===== config.mk =====
export PLATFORM = sky130hd
export DESIGN_NAME = mux_scan_serializer_flat
export DESIGN_NICKNAME = d
export VERILOG_FILES = /design/src/rtl/mux_scan_serializer_if.sv /design/src/rtl/mux_scan_serializer.sv /design/src/flat_wrapper.sv
export SDC_FILE = /design/constraint.sdc
export NUM_CORES = 1
export LEC_CHECK = 0
export CAP_MARGIN = 20
export CORE_UTILIZATION = 45
export CTS_CLUSTER_DIAMETER = 40
export CTS_CLUSTER_SIZE = 40
export DETAILED_ROUTE_END_ITERATION = 10
export GPL_ROUTABILITY_DRIVEN = 0
export PLACE_DENSITY = 0.76
export SYNTH_ARGS = -nofsm -noshare
export SYNTH_HDL_FRONTEND = slang
export SYNTH_SLANG_ARGS = --single-unit

===== constraint.sdc =====
create_clock -name clk -period 1.71 [get_ports clk]
set_input_delay 0.2565 -clock clk [delete_from_list [all_inputs] [get_ports clk]]
set_output_delay 0.2565 -clock clk [all_outputs]
set_load 0.005 [all_outputs]

===== src/rtl/mux_scan_serializer_if.sv =====
// Bundle of the load handshake, mux drive/return and serial/self-check outputs
// for mux_scan_serializer. The sequencer sits on the master side.
interface mux_scan_serializer_if;
  logic       load_valid;
  logic [7:0] load_data;
  logic       load_ready;
  logic [7:0] mux_in;
  logic [2:0] mux_sel;
  logic       mux_out;
  logic       ser_bit;
  logic       ser_valid;
  logic       frame_done;
  logic [7:0] cap_word;
  logic       cap_match;

  modport master (
    input  load_valid, load_data, mux_out,
    output load_ready, mux_in, mux_sel, ser_bit, ser_valid, frame_done, cap_word, cap_match
  );

  modport slave (
    output load_valid, load_data, mux_out,
    input  load_ready, mux_in, mux_sel, ser_bit, ser_valid, frame_done, cap_word, cap_match
  );
endinterface


===== src/rtl/mux_scan_serializer.sv =====
// Drives a loaded word onto an 8:1 mux, walks the select through all indices,
// serializes the sampled mux output and reassembles it for a loopback compare.
module mux_scan_serializer #(
  parameter int unsigned HOLD_CYCLES = 1,
  parameter bit          MSB_FIRST   = 1'b0
) (
  input  logic                  clk,
  input  logic                  rst,
  mux_scan_serializer_if.master bus
);

  localparam int unsigned CntW     = (HOLD_CYCLES > 1) ? $clog2(HOLD_CYCLES) : 1;
  localparam logic [CntW-1:0] LastCnt  = CntW'(HOLD_CYCLES - 1);
  localparam logic [2:0]      FirstSel = MSB_FIRST ? 3'd7 : 3'd0;
  localparam logic [2:0]      LastSel  = MSB_FIRST ? 3'd0 : 3'd7;

  typedef enum logic [1:0] {StIdle, StSettle, StDone} state_e;

  state_e          state_q, state_d;
  logic [7:0]      mux_in_q, mux_in_d;
  logic [2:0]      mux_sel_q, mux_sel_d;
  logic            ser_bit_q, ser_bit_d;
  logic            ser_valid_q, ser_valid_d;
  logic            frame_done_q, frame_done_d;
  logic [7:0]      cap_word_q, cap_word_d;
  logic            cap_match_q, cap_match_d;
  logic [CntW-1:0] hold_cnt_q, hold_cnt_d;
  logic [7:0]      cap_ins;

  always_ff @(posedge clk) begin
    if (rst) begin
      state_q      <= StIdle;
      mux_in_q     <= '0;
      mux_sel_q    <= '0;
      ser_bit_q    <= 1'b0;
      ser_valid_q  <= 1'b0;
      frame_done_q <= 1'b0;
      cap_word_q   <= '0;
      cap_match_q  <= 1'b0;
      hold_cnt_q   <= '0;
    end else begin
      state_q      <= state_d;
      mux_in_q     <= mux_in_d;
      mux_sel_q    <= mux_sel_d;
      ser_bit_q    <= ser_bit_d;
      ser_valid_q  <= ser_valid_d;
      frame_done_q <= frame_done_d;
      cap_word_q   <= cap_word_d;
      cap_match_q  <= cap_match_d;
      hold_cnt_q   <= hold_cnt_d;
    end
  end

  always_comb begin
    state_d      = state_q;
    mux_in_d     = mux_in_q;
    mux_sel_d    = mux_sel_q;
    ser_bit_d    = ser_bit_q;
    ser_valid_d  = 1'b0;
    frame_done_d = 1'b0;
    cap_word_d   = cap_word_q;
    cap_match_d  = cap_match_q;
    hold_cnt_d   = hold_cnt_q;
    // Captured word including the bit being sampled this edge.
    cap_ins           = cap_word_q;
    cap_ins[mux_sel_q] = bus.mux_out;

    unique case (state_q)
      StIdle: begin
        if (bus.load_valid) begin
          mux_in_d    = bus.load_data;
          mux_sel_d   = FirstSel;
          cap_word_d  = '0;
          cap_match_d = 1'b0;
          hold_cnt_d  = '0;
          state_d     = StSettle;
        end
      end
      StSettle: begin
        if (hold_cnt_q == LastCnt) begin
          ser_bit_d   = bus.mux_out;
          ser_valid_d = 1'b1;
          cap_word_d  = cap_ins;
          hold_cnt_d  = '0;
          if (mux_sel_q == LastSel) begin
            state_d      = StDone;
            frame_done_d = 1'b1;
            cap_match_d  = (cap_ins == mux_in_q);
          end else begin
            mux_sel_d = MSB_FIRST ? (mux_sel_q - 3'd1) : (mux_sel_q + 3'd1);
          end
        end else begin
          hold_cnt_d = hold_cnt_q + CntW'(1);
        end
      end
      StDone: begin
        state_d = StIdle;
      end
      default: begin
        state_d = StIdle;
      end
    endcase
  end

  assign bus.load_ready = (state_q == StIdle);
  assign bus.mux_in     = mux_in_q;
  assign bus.mux_sel    = mux_sel_q;
  assign bus.ser_bit    = ser_bit_q;
  assign bus.ser_valid  = ser_valid_q;
  assign bus.frame_done = frame_done_q;
  assign bus.cap_word   = cap_word_q;
  assign bus.cap_match  = cap_match_q;

endmodule


===== src/flat_wrapper.sv =====
// flat-port wrapper written by rule: the top's interface ports become plain ports
module mux_scan_serializer_flat 
#(
  parameter int unsigned HOLD_CYCLES = 1,
  parameter bit          MSB_FIRST   = 1'b0
)
  (clk, rst, bus_load_valid, bus_load_data, bus_mux_out, bus_load_ready, bus_mux_in, bus_mux_sel, bus_ser_bit, bus_ser_valid, bus_frame_done, bus_cap_word, bus_cap_match);
  mux_scan_serializer_if bus_i ();
  input  logic clk;
  input  logic rst;
  input wire logic [$bits(bus_i.load_valid)-1:0] bus_load_valid;
  input wire logic [$bits(bus_i.load_data)-1:0] bus_load_data;
  input wire logic [$bits(bus_i.mux_out)-1:0] bus_mux_out;
  output wire logic [$bits(bus_i.load_ready)-1:0] bus_load_ready;
  output wire logic [$bits(bus_i.mux_in)-1:0] bus_mux_in;
  output wire logic [$bits(bus_i.mux_sel)-1:0] bus_mux_sel;
  output wire logic [$bits(bus_i.ser_bit)-1:0] bus_ser_bit;
  output wire logic [$bits(bus_i.ser_valid)-1:0] bus_ser_valid;
  output wire logic [$bits(bus_i.frame_done)-1:0] bus_frame_done;
  output wire logic [$bits(bus_i.cap_word)-1:0] bus_cap_word;
  output wire logic [$bits(bus_i.cap_match)-1:0] bus_cap_match;
  assign bus_i.load_valid = bus_load_valid;
  assign bus_i.load_data = bus_load_data;
  assign bus_i.mux_out = bus_mux_out;
  assign bus_load_ready = bus_i.load_ready;
  assign bus_mux_in = bus_i.mux_in;
  assign bus_mux_sel = bus_i.mux_sel;
  assign bus_ser_bit = bus_i.ser_bit;
  assign bus_ser_valid = bus_i.ser_valid;
  assign bus_frame_done = bus_i.frame_done;
  assign bus_cap_word = bus_i.cap_word;
  assign bus_cap_match = bus_i.cap_match;
  mux_scan_serializer #(.HOLD_CYCLES(HOLD_CYCLES), .MSB_FIRST(MSB_FIRST)) u_core (.clk(clk), .rst(rst), .bus(bus_i));
endmodule

# After elaboration in Yosys (flattened, before gate mapping)
# Index checks and enable logic that the tools add are counted.
# word_totals
ff_bits,26
inputBits,12
out_inout_bits,24
wordCells,56
# op_classes
add_sub_neg,2
n_lt_le_gt_ge,2
n_eq_ne,7
muxes,22
bitwise_logic,2
reduce_logical,12
# ops
cell,count
8-bit 2-to-1 mux,2
8-bit case mux with 2 select lines,1
3-bit 2-to-1 mux,3
8-bit bitwise mux,1
8-bit equality test,1
4-bit AND reduction,2
1-bit 2-to-1 mux,7
2-bit 2-to-1 mux,3
"2-bit inequality test, second input constant",3
3-bit case mux with 2 select lines,1
2-bit AND reduction,3
3-bit AND reduction,2
"3-bit by 4-bit < comparator with 1-bit output, second input constant",1
1-bit case mux with 2 select lines,2
2-bit case mux with 2 select lines,1
"3-bit by 1-bit adder with 3-bit output, second input constant",1
1-bit demux with 3-bit select,1
"3-bit equality test, second input constant",1
"3-bit by 1-bit >= comparator with 1-bit output, second input constant",1
3-bit OR reduction,1
"2-bit by 1-bit equality test with 1-bit output, second input constant",1
2-bit logical NOT,1
"2-bit by 1-bit inequality test with 1-bit output, second input constant",1
1-bit inverter,2
other kinds (4),4

# Logic depth before layout (Yosys ltp)
# Gate-level depths: netlist (run 1).
# logic_depth
ltp_word,9
ltp_mapped,7
mapped_depth_nobuf,7

# Worst setup path after synthesis (run 1)
# No wires, ideal clock.
# synth_path
path_kind,reg2reg
startpoint,"reg u_core.mux_sel_q[0], in the netlist u_core.bus.mux_sel[0]"
endpoint,"reg u_core.cap_match_q, in the netlist u_core.bus.cap_match"
setup_time_ps,69
t_arrival_ps,1405
required_ps,1641
setup_slack_ps,237
stages_incl_launch_ff,7
path_buffers,1
period_less_slack_ps,1473
cell_sequence,dfxtp_1 buf_6 nor3_4 mux2_1 a22oi_1 nand4_1 o21ai_1
# synth_via
elab_chain_len,9
elab_cells_between_ends,13
cone_classes,order compare (2); eq/ne (3); mux (6); reduce/logical (2)
# synth_lines
element,line,rtl
start: declaration,mux_scan_serializer.sv:21,"logic [2:0] mux_sel_q, mux_sel_d;"
start signal: assignment,mux_scan_serializer.sv:44,mux_sel_q <= mux_sel_d;
3-bit by 4-bit < comparator with 1-bit output (not written as such) / 3-bit by 1-bit >= comparator with 1-bit output (equally long branches),mux_scan_serializer.sv:66,cap_ins[mux_sel_q] = bus.mux_out;
1-bit logical AND (not written as such),mux_scan_serializer.sv:66,
1-bit 2-to-1 mux (not written as such),mux_scan_serializer.sv:66,
1-bit demux with 3-bit select,--,
8-bit bitwise mux,mux_scan_serializer.sv:66,
8-bit equality test,mux_scan_serializer.sv:88,cap_match_d = (cap_ins == mux_in_q);
1-bit 2-to-1 mux,mux_scan_serializer.sv:85,if (mux_sel_q == LastSel) begin
1-bit 2-to-1 mux,mux_scan_serializer.sv:80,if (hold_cnt_q == LastCnt) begin
1-bit case mux with 2 select lines,mux_scan_serializer.sv:68,unique case (state_q)
end signal: assignment,mux_scan_serializer.sv:49,cap_match_q <= cap_match_d;
end: declaration,mux_scan_serializer.sv:26,"logic cap_match_q, cap_match_d;"
# Several ways; a longest one is shown, not always the timed one. The select of a mux whose other input is x is not followed.
# A chain may end at the register's enable or synchronous reset.

# Worst setup path after layout (run 1)
# layout_path
startpoint,"reg u_core.mux_sel_q[2], in the netlist u_core.bus.mux_sel[2]"
endpoint,out bus_mux_sel[2]
# layout_rtl
element,line,rtl
end: declaration,flat_wrapper.sv:16,output wire logic [$bits(bus_i.mux_sel)-1:0] bus_mux_sel;
# No word-level cell between the ends.

==> results.toml, run 1 <==
[run_status]
outcome = "completed"

[floorplan]
chipWidth_um = 55.5
io-pin-count = 36
die_span_y_um = 55.5
floorplan.initialDensity = 0.470
die-area_um2 = 3080
core_um2 = 2730
placementRows = 19

[grt]
globalRouteOverflowTotal = 0
grtUsageTotal = 0.194
largest_net_degree_at_the_start_of_global_routing = 17
via_count_of_the_first_global_routing_pass = 1047
grt_antenna_before_repair = 0
grt_pass1_wl_um = 4750

[setup_path]
cp_data_arrival_time_ps = 1410
worstRegToRegCells = 6
worst-setup-path-type = "flop to output port"
crit_path_cell_trace = "clkdlybuf4s50_1"
rrSetupSlack_ps = 90
required_ps = 1450
crit_buf_inv = 1
timing.critical_path.max_delay_family = "buffers and inverters"
worstReg2RegEnd = "u_core.bus.cap_match"
start_kind = "flop"
critical_path_peak_fanout = 9
worst_r2r_startpoint = "u_core.bus.mux_sel[0]"
endpoint_type_of_the_worst_setup_path = "output port"
critical-path-slowest-cell = "sky130_fd_sc_hd__clkdlybuf4s50_1"
cpPeakStageDelay_ps = 570

[hold_path]
hold_path.class = "primary input to flop"
hold_path_depth = 3
hold_path.startpoint = "bus_load_data[2]"
timing.hold.worst_endpoint = "u_core.bus.mux_in[2]"

[routing]
finalWirelength_um = 2910
first_pass_iters = 4
initialDrtViolationCount = 29
drc = 0
viasPerCell = 5.34
routedWlPerCell_um = 13.8
drt.antenna.violating_nets = 0
total_via_count_after_detailed_routing = 1126

[pwr]
p_leak_nw = 0.727
power_per_cell_area_nw_per_um2 = 642
power.ir.vdd_worst_uv = 458
power_mw = 1.12

[sta]
finalSetupViolations = 0
period_minus_slack_ps = 1670
grt_setup_unrepaired = "false"
max_slew_margin_vs_limit = 0.761
hold_violations = 0
postLayoutSetupSlackWorst_ps = 44.8
timing.final.max_slew_violations = 0
timing.fmax_ghz = 0.601
min_period_over_period = 0.974
worst_clock_skew_ps = 12.9
max_slew.worst_pin.slew_ps = 357

[clocking]
cts-htree-levels = 1
tritoncts_clock_tree = "done"
clock_path_buffers = 2
post-cts-setup-buffers = 0
cts.reportedPaths.clkPinSlew_ps = 150
cts.sinks = 25
numCtsBuffers = 3
cts_root_buf = "sky130_fd_sc_hd__clkbuf_4"
post_cts_hold_buffer_count = 0
clock_insertion_delay_worst_skew_ps = 330

[synth]
syn_area_um2 = 1290
share_of_flip_flops_with_an_asynchronous_set_or_reset = 0
synthCells = 138
ys_seq_area_frac = 0.389
synth.yosys.warnings = 0
synth_top_cell_by_area = "sky130_fd_sc_hd__dfxtp_1"
synth_seq_cells = 25
synth_most_common_cell = "sky130_fd_sc_hd__dfxtp_1"
synth.cells.most_frequent = "25 x sky130_fd_sc_hd__dfxtp_1, 20 x sky130_fd_sc_hd__nand2_1, 10 x sky130_fd_sc_hd__a21oi_1, 10 x sky130_fd_sc_hd__mux2i_1, 10 x sky130_fd_sc_hd__nor2_1"
synth_ff_type = "sky130_fd_sc_hd__dfxtp_1"
synth_largest_type_area_fraction = 0.389
number_of_synthesized_flops_with_an_enable_pin = 0
synth.avg_cell_area_um2 = 9.32
postSynthNetCount = 152
synth_cell_type_count = 34
synth_area_leaders = "sky130_fd_sc_hd__dfxtp_1 39%, sky130_fd_sc_hd__mux2i_1 7.8%, sky130_fd_sc_hd__nand2_1 5.8%"

[layout]
syn_to_final_growth_pct = 35.1
post_layout_utilization_of_the_core = 0.636
num-fill-cells = 226
finalNonFillerCells = 211
drive_above_1_share = 0.139
design_area_um2 = 1740
finish.net_count = 195
multi_input_comb_area_um2 = 726
sequential_cell_area_um2 = 502
antenna-diode-count = 0

[placed_design]
dpl.cell_count = 207
place_worst_setup_slack_ps = -18.1
post-dp-hpwl_um = 2200
post_dp_cell_area_um2 = 1700
placement.io_buffers = 35

[flow_run]
maxCapViolations = 0
how the worst max path moves through the flow:
stage	startpoint	end	slack, ps	cells past startpoint
finish	u_core.bus.mux_sel[2]	bus_mux_sel[2]	40	1
global route	u_core.bus.mux_sel[2]	bus_mux_sel[2]	8	1
CTS	u_core.bus.mux_sel[1]	u_core.bus.cap_match	40	6
detailed placement	bus_mux_out	u_core.bus.cap_match	-20	6
global placement	bus_mux_out	u_core.bus.cap_match	40	6
floorplan	u_core.bus.mux_sel[0]	u_core.bus.cap_match	240	6
state kept, by name, summed over array words and instances (netlist names):
signal and flops:
u_core.bus.cap_match 1, u_core.bus.cap_word 8, u_core.bus.frame_done 1, u_core.bus.mux_in 8, u_core.bus.mux_sel 3, u_core.bus.ser_bit 1, u_core.bus.ser_valid 1, u_core.state_q 2
routing by layer:
metal	wire, um	vias to the layer above	GRT usage
met1	1290	527	0.259
met3	134	5	0.0281
met2	1450	32	0.327
met5	0	-	0
li1	-	562	-
met4	34	0	0.0536
through the flow:
stage	hold WS [ps]	setup TNS (ps)
2_1_floorplan	392	0
3_3_place_gp	454	0
3_5_place_dp	465	-18.1
4_1_cts	463	0
5_1_grt	467	0
6_report	455	0
cell type report:
type | count | area share
Multi-Input combinational cell | 102 | 0.418
Sequential cell | 25 | 0.289
Timing Repair Buffer | 45 | 0.245
Tap cell | 31 | 0.0223
Clock buffer | 4 | 0.0151
Inverter | 4 | 0.0115
placed cells by master (no fill, tap or decap):
master                             n
sky130_fd_sc_hd__clkdlybuf4s50_1  35
sky130_fd_sc_hd__dfxtp_1          24
sky130_fd_sc_hd__nand2_1          20
sky130_fd_sc_hd__nor2_1           10
sky130_fd_sc_hd__a21oi_1          10
sky130_fd_sc_hd__mux2i_1          10
sky130_fd_sc_hd__buf_4            10
sky130_fd_sc_hd__o21ai_1           7
sky130_fd_sc_hd__and2_1            6
sky130_fd_sc_hd__xor2_1            6
sky130_fd_sc_hd__o21ai_0           4
sky130_fd_sc_hd__inv_1             3
sky130_fd_sc_hd__a22o_1            3
sky130_fd_sc_hd__a22oi_1           3
sky130_fd_sc_hd__clkbuf_4          3
sky130_fd_sc_hd__nand3b_4          2
sky130_fd_sc_hd__nor3b_2           2
sky130_fd_sc_hd__nand4_1           2
sky130_fd_sc_hd__nor2b_1           2
sky130_fd_sc_hd__ha_1              2
sky130_fd_sc_hd__nand3b_1          1
sky130_fd_sc_hd__and2b_2           1
sky130_fd_sc_hd__nand2b_4          1
sky130_fd_sc_hd__clkinv_4          1
sky130_fd_sc_hd__o22ai_1           1
sky130_fd_sc_hd__or2_1             1
sky130_fd_sc_hd__nor3b_4           1
sky130_fd_sc_hd__nor3_4            1
sky130_fd_sc_hd__nand3_1           1
sky130_fd_sc_hd__nand4b_1          1
sky130_fd_sc_hd__or4b_1            1
sky130_fd_sc_hd__o311ai_4          1
sky130_fd_sc_hd__a311oi_2          1
sky130_fd_sc_hd__mux2_1            1
sky130_fd_sc_hd__clkbuf_1          1
sky130_fd_sc_hd__dfxtp_2           1
what timing repair did:
action                     4_1_cts  5_1_grt
hold endpoints to repair         0        0
setup endpoints to repair        0        4
resized for setup                0        2
report_power, final:
| part | internal (mW) | leakage, nW | switching (mW) | total [mW] |
|---|---|---|---|---|
| Sequential | 0.603 | 0.204 | 0.0220 | 0.625 |
| Clock | 0.0915 | 0.0150 | 0.184 | 0.275 |
| Combinational | 0.117 | 0.508 | 0.0987 | 0.216 |
cells by family (layout without fill, tap and decap cells):
kind of cell,after synthesis,in the layout,share of synthesized area
and+or+nand+nor,53,53,0.256
adders and majority gates,2,2,0.0195
DFF,25,25,0.389
buffers and inverters,11,53,0.0516
muxes,11,11,0.0866
xor gates and xnor gates,6,6,0.0409
AOI/OAI and AO/OA,30,30,0.157
No activity file was read; power rests on OpenSTA's default activity.
==> inputs of run 2 (changes only) <==
--- a/config.mk
+++ b/config.mk
@@ -5,13 +5,13 @@
 export SDC_FILE = /design/constraint.sdc
 export NUM_CORES = 1
 export LEC_CHECK = 0
-export CAP_MARGIN = 20
 export CORE_UTILIZATION = 45
 export CTS_CLUSTER_DIAMETER = 40
 export CTS_CLUSTER_SIZE = 40
 export DETAILED_ROUTE_END_ITERATION = 10
 export GPL_ROUTABILITY_DRIVEN = 0
 export PLACE_DENSITY = 0.76
+export SETUP_SLACK_MARGIN = 0.4
 export SYNTH_ARGS = -nofsm -noshare
 export SYNTH_HDL_FRONTEND = slang
 export SYNTH_SLANG_ARGS = --single-unit
==> results.toml, run 2 (same netlist as run 1, synthesis figures left out) <==
[layout]
finalNonFillerCells = 240
layout.cells.most_common_list = "32 x sky130_fd_sc_hd__buf_4, 19 x sky130_fd_sc_hd__nand2_1, 19 x sky130_fd_sc_hd__dlygate4sd2_1, 16 x sky130_fd_sc_hd__dfxtp_2, 13 x sky130_fd_sc_hd__clkdlybuf4s50_1"
antenna-diode-count = 0
finish.net_count = 224
drive_above_1_share = 0.455
post_layout_utilization_of_the_core = 0.771
syn_to_final_growth_pct = 63.8
design_area_um2 = 2110
layout_commonest_cell = "sky130_fd_sc_hd__buf_4"

[sta]
max_slew.worst_pin.slew_ps = 279
timing.final.max_slew_violations = 0
worst_hold_margin_ps = 432
timing.fmax_ghz = 0.652
setup-tns-final_ps = 0
postLayoutSetupSlackWorst_ps = 175
hold_violations = 0
grt_setup_unrepaired = "true"
period_minus_slack_ps = 1530
finalSetupViolations = 0
min_period_over_period = 0.898
worst_clock_skew_ps = 6.53
max_slew_margin_vs_limit = 0.809

[pwr]
pwr-share-clk = 0.238
swShare = 0.297
switching_power_total_mw = 0.363
pwr-share-seq = 0.504
power_per_cell_area_nw_per_um2 = 578
p_comb_frac = 0.257
internal-power_mw = 0.856
power.ir.vdd_worst_uv = 624
power_mw = 1.22
p_leak_nw = 1.00

[clocking]
cts_root_buf = "sky130_fd_sc_hd__clkbuf_4"
numCtsBuffers = 3
cts.reportedPaths.clkPinSlew_ps = 140
clock_path_buffers = 2
cts.sinks = 25
tritoncts_clock_tree = "done"
post_cts_hold_buffer_count = 0
clock_insertion_delay_worst_skew_ps = 350
cts-htree-levels = 1

[routing]
routedWlPerCell_um = 17.5
total_via_count_after_detailed_routing = 1329
viasPerCell = 5.54
drt.antenna.violating_nets = 0
drc = 0
finalWirelength_um = 4200
first_pass_iters = 4
initialDrtViolationCount = 42

[floorplan]
io-pin-count = 36
core_um2 = 2730
chipWidth_um = 55.5
floorplan.initialDensity = 0.470
die-area_um2 = 3080
die_span_y_um = 55.5
placementRows = 19

[grt]
via_count_of_the_first_global_routing_pass = 1282
grt_pass1_wl_um = 6110
grtUsageTotal = 0.251
largest_net_degree_at_the_start_of_global_routing = 17
globalRouteOverflowTotal = 0
grt_antenna_before_repair = 0

[placed_design]
post_dp_cell_area_um2 = 1720
placement.io_buffers = 35
post-dp-hpwl_um = 2310
dpl.cell_count = 203
place_worst_setup_slack_ps = 19.5

[setup_path]
start_kind = "flop"
required_ps = 1960
worst-setup-path-type = "flop to flop"
endpoint_type_of_the_worst_setup_path = "flop"
critical_path_peak_fanout = 6
cp_data_arrival_time_ps = 1790

[run_status]
outcome = "completed"

[flow_run]
maxCapViolations = 0

[hold_path]
hold_path.class = "primary input to flop"
[run 2: cell count changes in the layout (fill, tap and decap cells not counted), moves of 3 or more]
cell,previous run,this run
sky130_fd_sc_hd__nor2_1,10,6
sky130_fd_sc_hd__clkdlybuf4s50_1,35,13
sky130_fd_sc_hd__dfxtp_1,24,3
sky130_fd_sc_hd__nor2_4,0,3
sky130_fd_sc_hd__buf_6,0,4
sky130_fd_sc_hd__buf_4,10,32
sky130_fd_sc_hd__dfxtp_4,0,6
sky130_fd_sc_hd__dfxtp_2,1,16
sky130_fd_sc_hd__dlygate4sd2_1,0,19
[run 2: worst max-delay path, cell delays in order, from the launching register on]
cell	delay, ps
sky130_fd_sc_hd__dfxtp_4	410
sky130_fd_sc_hd__buf_4	130
sky130_fd_sc_hd__ha_4	130
sky130_fd_sc_hd__ha_4	180
sky130_fd_sc_hd__buf_4	130
sky130_fd_sc_hd__mux2i_2	70
sky130_fd_sc_hd__o21ai_0	280
sky130_fd_sc_hd__o21ai_1	100
[run 2: final timing paths]
path	startpoint	endpoint	slack, ps	cells after the start
worst min register to register	u_core.bus.mux_in[1]	u_core.bus.mux_in[1]	490	2
worst max register to register	u_core.bus.mux_sel[1]	u_core.bus.cap_match	180	7
worst max-delay path	u_core.bus.mux_sel[1]	u_core.bus.cap_match	180	7
worst min-delay path	bus_load_data[6]	u_core.bus.mux_in[6]	430	3
[run 2: per-layer routing]
layer	vias to the layer above	global-route usage	routed length, um
met5	-	0	0
met4	0	0.0929	91
met3	9	0.0445	178
met2	52	0.432	2240
met1	647	0.313	1690
li1	621	-	-
[run 2: cell type report]
class | instances | area (um^2)
clock buffers | 3 | 22.5
clock inverters | 1 | 5.00
fillers | 184 | 627
inverters | 4 | 20.0
multi-input cells | 102 | 828
flip-flops and latches | 25 | 543
well taps | 31 | 38.8
repair buffers | 73 | 643
repair inverters | 1 | 6.26
[run 2: power groups by stage]
stage | Clock (mW) | Sequential, mW | Combinational, mW
2_1_floorplan | 0 | 0.635 | 0.119
3_3_place_gp | 0 | 0.640 | 0.209
3_5_place_dp | 0 | 0.640 | 0.215
4_1_cts | 0.283 | 0.614 | 0.267
5_1_grt | 0.314 | 0.618 | 0.335
6_report | 0.290 | 0.615 | 0.314
[run 2: repair_timing]
item                       CTS  global route
buffers inserted            28             4
pin swaps                   12             9
gates resized for setup     65            17
gates cloned                 1             0
setup endpoints to repair   32            18
